### src/rtl/div8_seq.sv
// div8_seq: 8-bit signed/unsigned restoring divider; start/signed_op/A/B in, busy/done/result{rem,quo}/div_by_zero/ovf out
module div8_seq (
  input  logic        clk,
  input  logic        rst,
  input  logic        start,
  input  logic        signed_op,
  input  logic [7:0]  A,
  input  logic [7:0]  B,
  output logic        busy,
  output logic        done,
  output logic [15:0] result,
  output logic        div_by_zero,
  output logic        ovf
);
  typedef enum logic [1:0] {IDLE, CALC, FIX, DONE} state_t;
  state_t state, state_nx;
  logic neg_a, neg_b, ovf_l, fits;
  logic [7:0] q, r, d, a_mag, b_mag;
  logic [8:0] r_sh, r_sub;
  logic [3:0] cnt;
  always_comb begin
    state_nx = state == IDLE ? (start ? (B == 8'h00 ? DONE : CALC) : IDLE) :
               state == CALC ? (cnt == 4'd7 ? FIX : CALC) :
               state == FIX  ? DONE : IDLE;
    a_mag = (signed_op && A[7]) ? 8'(-A) : A;
    b_mag = (signed_op && B[7]) ? 8'(-B) : B;
    r_sh  = {r, q[7]};
    r_sub = r_sh - {1'b0, d};
    fits  = !r_sub[8];
    busy  = state != IDLE;
    done  = state == DONE;
  end
  always_ff @(posedge clk) begin
    if (rst) state <= IDLE;
    else state <= state_nx;
  end
  always_ff @(posedge clk) begin
    if (rst) begin
      {neg_a, neg_b, ovf_l, q, r, d, cnt} <= '0;
      {result, div_by_zero, ovf} <= '0;
    end else if (state == IDLE && start) begin
      neg_a <= signed_op && A[7];
      neg_b <= signed_op && B[7];
      ovf_l <= signed_op && A == 8'h80 && B == 8'hFF;
      q <= a_mag;
      d <= b_mag;
      r <= 8'h00;
      cnt <= 4'd0;
      if (B == 8'h00) begin
        result <= {A, 8'hFF};
        div_by_zero <= 1'b1;
        ovf <= 1'b0;
      end
    end else if (state == CALC) begin
      r <= fits ? r_sub[7:0] : r_sh[7:0];
      q <= {q[6:0], fits};
      cnt <= cnt + 4'd1;
    end else if (state == FIX) begin
      result <= {neg_a ? 8'(-r) : r, (neg_a ^ neg_b) ? 8'(-q) : q};
      div_by_zero <= 1'b0;
      ovf <= ovf_l;
    end
  end
endmodule

### config.mk
export PLATFORM = sky130hd
export DESIGN_NAME = div8_seq
export DESIGN_NICKNAME = d
export VERILOG_FILES = /design/src/rtl/div8_seq.sv
export SDC_FILE = /design/constraint.sdc
export NUM_CORES = 1
export LEC_CHECK = 0
export CAP_MARGIN = 30
export CORE_MARGIN = 2
export CORE_UTILIZATION = 54
export DETAILED_ROUTE_END_ITERATION = 12
export HOLD_SLACK_MARGIN = 0.08
export PLACE_DENSITY = 0.88
export SYNTH_ARGS = -nofsm -noshare
export SYNTH_HDL_FRONTEND = slang
export SYNTH_SLANG_ARGS = --single-unit
### constraint.sdc
create_clock -name clk -period 2.56 [get_ports clk]
set_input_delay 0.512 -clock clk [delete_from_list [all_inputs] [get_ports clk]]
set_output_delay 0.512 -clock clk [all_outputs]
set_load 0.05 [all_outputs]
## Word-level counts from Yosys, hierarchy flattened

Index checks and enable logic that the tools add are counted.

| operators by class | value |
|---|---|
| $add $sub $neg | 6 |
| eq/ne operators | 8 |
| mux-type cells | 25 |
| bitwise logic cells | 1 |
| reduce and logical (&&, ||, !) cells | 13 |

Operator list:

| kind | count |
|---|---|
| $mux W16 | 4 |
| $mux W8 | 7 |
| $neg A8 Y8 | 4 |
| $eq A8 B8 Y1 const B | 2 |
| $mux W2 | 6 |
| $sub A9 B8 Y9 | 1 |
| $logic_not A8 Y1 | 1 |
| $mux W1 | 8 |
| $reduce_bool A2 Y1 | 3 |
| $logic_and A1 B1 Y1 | 5 |
| $add A4 B1 Y4 const B | 1 |
| $eq A2 B2 Y1 const B | 2 |
| $eq A4 B3 Y1 const B | 1 |
| $ne A2 B2 Y1 const B | 2 |
| $reduce_and A3 Y1 | 1 |
| $eq A2 B1 Y1 const B | 1 |
| $logic_not A2 Y1 | 1 |
| $reduce_or A2 Y1 | 1 |
| $logic_not A1 Y1 | 1 |
| $xor A1 B1 Y1 | 1 |

| storage, ports and cells | value |
|---|---|
| register bits after elaboration | 51 |
| bits of input ports | 20 |
| output and inout port bits | 20 |
| logic and storage cells | 64 |

## Depth between registers and ports, before layout

| logic depth | value |
|---|---|
| depth after elaboration | 5 |
| depth in mapped cells | 10 |
| depth with buffers taken out | 9 |

## Worst setup path before layout

No wires, ideal clock.

| timing | value |
|---|---|
| kind | reg-to-reg |
| start point | register q[7] |
| end point | register r[2] |
| setup time | 0.132 ns |
| arrival | 2.201 ns |
| data required time | 2.428 ns |
| path slack | 0.227 ns |
| stages on the path, launching flop included | 11 |
| path buffers | 1 |
| period minus slack after synthesis | 2.333 ns |
| path through | dfxtp_1 > inv_1 > ha_1 > fa_1 > nor2b_1 > o31a_1 > nor2_1 > a221oi_1 > buf_2 > mux2i_1 > a21oi_1 |

| between the ends | value |
|---|---|
| cells in the longest elaborated chain, start to end | 2 |

Ends and longest elaborated chain:

| element | RTL line | source |
|---|---|---|
| from (decl) | 18 | `logic [7:0] q, r, d, a_mag, b_mag;` |
| from (signal assigned) | 45 | `q <= a_mag;` |
| from (signal assigned) | 56 | `q <= {q[6:0], fits};` |
| $sub A9 B8 Y9 | 28 | `r_sub = r_sh - {1'b0, d};` |
| $mux W8 | 55 | `r <= fits ? r_sub[7:0] : r_sh[7:0];` |
| to (signal assigned) | 55 |  |
| to (decl) | 18 |  |

Every way passes these cells.
A chain may end at the register's enable or synchronous reset.

## Worst setup path after layout

| timing | value |
|---|---|
| start point | register r[1] |
| end point | register r[4] |

| between the ends | value |
|---|---|
| cells in the longest elaborated chain, start to end | 2 |

Ends and longest elaborated chain:

| element | RTL line |
|---|---|
| $sub A9 B8 Y9 | 28 |
| $mux W8 | 55 |

Every way passes these cells.

==> results.py <==
metrics = {
    "worst_setup_path": {
        "crit_family": "compound AO/OA/AOI/OAI gates",
        "slowest_stage": "dfxtp_1",
        "path_common_cell": "buf_4",
        "path_cells": "ha_1, nor2b_1, o31a_1, nand3b_1, a221oi_1, buf_4, buf_4, mux2i_1, a21oi_1",
        "setup.worst_path.start_class": "register",
        "worst_ep_arrival_time_ns": 2.66,
        "critPathRequiredTime_ns": 2.75,
        "cp-end-kind": "register",
        "critPathMaxFanout": 12,
        "worstSetupPathType": "reg -> reg",
        "crit_buf_inv": 2,
        "slowest_delay_ns": 0.47,
    },
    "grt": {
        "grt_start_max_net_pins": 42,
        "grt_pass1_vias": 2691,
        "grt_usage": 0.2556,
        "grt_pass1_wl_um": 12560,
        "antenna_found_initial": 0,
        "grt_overflow": 0,
    },
    "routing": {
        "vias_per_cell": 5.888,
        "routedWlPerCell_um": 15.06,
        "drtAntennaViolNets": 0,
        "first_pass_iters": 5,
        "dr.first_iter.drc_count": 261,
        "num_vias": 3003,
        "drc": 0,
        "wl_um": 7681,
    },
    "synthesis": {
        "synth_area_leaders": "dfxtp_1 (34%), nor2_1 (6.7%), ha_1 (5.8%)",
        "netlist_area_um2": 3017,
        "synth-edff-count": 0,
        "synth_commonest_cells": "nor2_1 (54), dfxtp_1 (51), nand2_1 (46), a21oi_1 (32), inv_1 (18)",
        "synthCells": 390,
        "synth_cell_types": 49,
        "synth_seq_cells": 51,
        "synth_top_cell_area_share": 0.3384,
        "synthFlopType": "dfxtp_1",
        "synth_largest_area_cell": "dfxtp_1",
        "yosysMostFrequentCell": "nor2_1",
        "ys_seq_area_frac": 0.3384,
        "avgSynthCellArea_um2": 7.735,
        "async_reset_ff_frac": 0,
        "synth_nets": 425,
        "yosysWarnings": 0,
    },
    "die": {
        "die_area_um2": 6200,
        "die_w_um": 78.74,
        "dieHeight_um": 78.74,
        "ios": 40,
        "num_rows": 27,
        "start_util": 0.5546,
        "core_area_um2": 5439,
    },
    "timing": {
        "hold_viol_final": 0,
        "final.setup_skew_ns": 0.006378,
        "tightest_slew_ns": 0.7897,
        "relSlewSlack": 0.4697,
        "tns_ns": 0,
        "finalCritPeriodShare": 0.9664,
        "setup_viol_count_final": 0,
        "max_freq_ghz": 0.4042,
        "min_period_ns": 2.474,
        "slew_violations": 0,
    },
    "layout": {
        "diodes": 0,
        "instances_no_fill": 510,
        "drive_gt1_frac": 0.08447,
        "num-nets-final": 472,
        "area_growth_pct": 21.24,
    },
    "clocking": {
        "cts_made_buffers": 5,
        "cts-root-buf": "clkbuf_8",
        "cts_tree": "built",
        "clockBufferDepth": 2,
        "clk_pin_slew_ns": 0.10,
        "cts_max_level": 2,
        "clock_sinks": 51,
        "clock_latency_ns": 0.31,
        "cts_hold_buf": 0,
    },
    "place": {
        "place_inst": 499,
        "portBuffers": 39,
        "dp_hpwl_um": 5728,
        "place.gp.congestion": 0.8966,
    },
    "status": {
        "status": "complete, no violations",
    },
    "job": {
        "drv_cap": 0,
    },
    "power": {
        "p_leak_uw": 0.001381,
        "p_total_uw": 1862,
        "peakVddDrop_v": 0.0002861,
        "p_per_area_nw_per_um2": 509.2,
    },
    "min_path": {
        "hold_path_class": "reg -> reg",
    },
}
-- kinds of logic (layout without fill, tap and decap cells) --
family	Yosys count	in the layout	synth area share
compound gates	96	96	0.2107
xor+xnor	28	28	0.08130
fa+ha+maj	15	15	0.06470
buf+inv	38	86	0.05184
flops	51	51	0.3384
mux	4	4	0.01327
simple gates	158	158	0.2397
-- cell type report --
| cell class | instances | area [um2] |
|---|---|---|
| fill | 450 | 1782 |
| inverter | 18 | 67.56 |
| tap | 72 | 90.09 |
| clock inverter | 3 | 18.77 |
| multi-input combinational | 301 | 1842 |
| sequential | 51 | 1022 |
| clock buffer | 5 | 68.82 |
| timing repair buffer | 60 | 548.0 |
-- worst paths after layout --
check        startpoint          to  slack (ns)  cells after the start
max                r[1]        r[4]        0.09                      9
min          result[12]  result[12]        0.46                      2
max reg2reg        r[1]        r[4]        0.09                      9
min reg2reg  result[12]  result[12]        0.46                      2
-- flip-flops by register name, indices dropped and copies added, names as in the netlist --
register and count:
cnt 4, neg_a 1, d 8, ovf_l 1
ovf 1, div_by_zero 1, result 16, state 2
r 8, neg_b 1, q 8
-- worst register-to-register path, cell delays in order, from the launching register on --
cell,delay (ns)
dfxtp_1,0.47
ha_1,0.32
nor2b_1,0.17
o31a_1,0.31
nand3b_1,0.16
a221oi_1,0.28
buf_4,0.25
buf_4,0.14
mux2i_1,0.17
a21oi_1,0.09
-- routing by layer --
layer | vias to the layer above | GRT usage | share of wire
li1 | 1472 | - | -
met1 | 1392 | 0.3198 | 0.42
met2 | 120 | 0.4487 | 0.50
met3 | 19 | 0.04659 | 0.064
met4 | 0 | 0.07368 | 0.021
met5 | - | 0 | 0
-- cells in the final DEF, fill, tap and decap left out, drive strengths merged, types with 2 or more instances in the layout --
cell	Yosys	layout
nand4	3	3
xnor2	15	15
and2	2	2
a211oi	12	12
nand2	47	47
nand3	12	12
o22ai	3	3
o31ai	2	2
nand2b	6	6
clkdlybuf4s50	0	39
a311oi	11	11
mux2i	4	4
a21boi	4	4
or3	4	4
o311ai	2	2
xor2	13	13
ha	14	14
clkinv	0	2
inv	18	19
nor2b	5	5
nor4	4	4
o21ai	11	11
a31oi	3	3
o21a	3	3
a21oi	32	32
nor3	12	12
nor2	54	54
or4	4	4
and3	2	2
dfxtp	51	51
o211ai	6	6
buf	5	21
clkbuf	15	5
-- stage by stage --
stage	hold WS (ns)	utilization	area, um2	setup slack (ns)
CTS	0.4560	0.6676	3631	0.05302
finish	0.4578	0.6724	3657	0.08602
floorplan	0.4319	-	3017	0.2272
global route	0.4959	0.6724	3657	-0.01358
detailed placement	0.4425	0.6515	3543	-0.1272
global placement	0.4377	0.6515	3543	-0.08137
-- timing repair --
| item | in CTS | in global routing |
|---|---|---|
| buffers inserted | 0 | 3 |
| endpoints found under the hold margin | 0 | 0 |
| gates resized for setup | 0 | 3 |
| endpoints found under the setup margin | 0 | 5 |
-- where the power goes --
| group | internal, uW | switching (uW) |
|---|---|---|
| clock | 193 | 275 |
| sequential | 828 | 45.1 |
| combinational | 240 | 281 |
| total | 1260 | 601 |
Power figures use the tool's default switching activity.
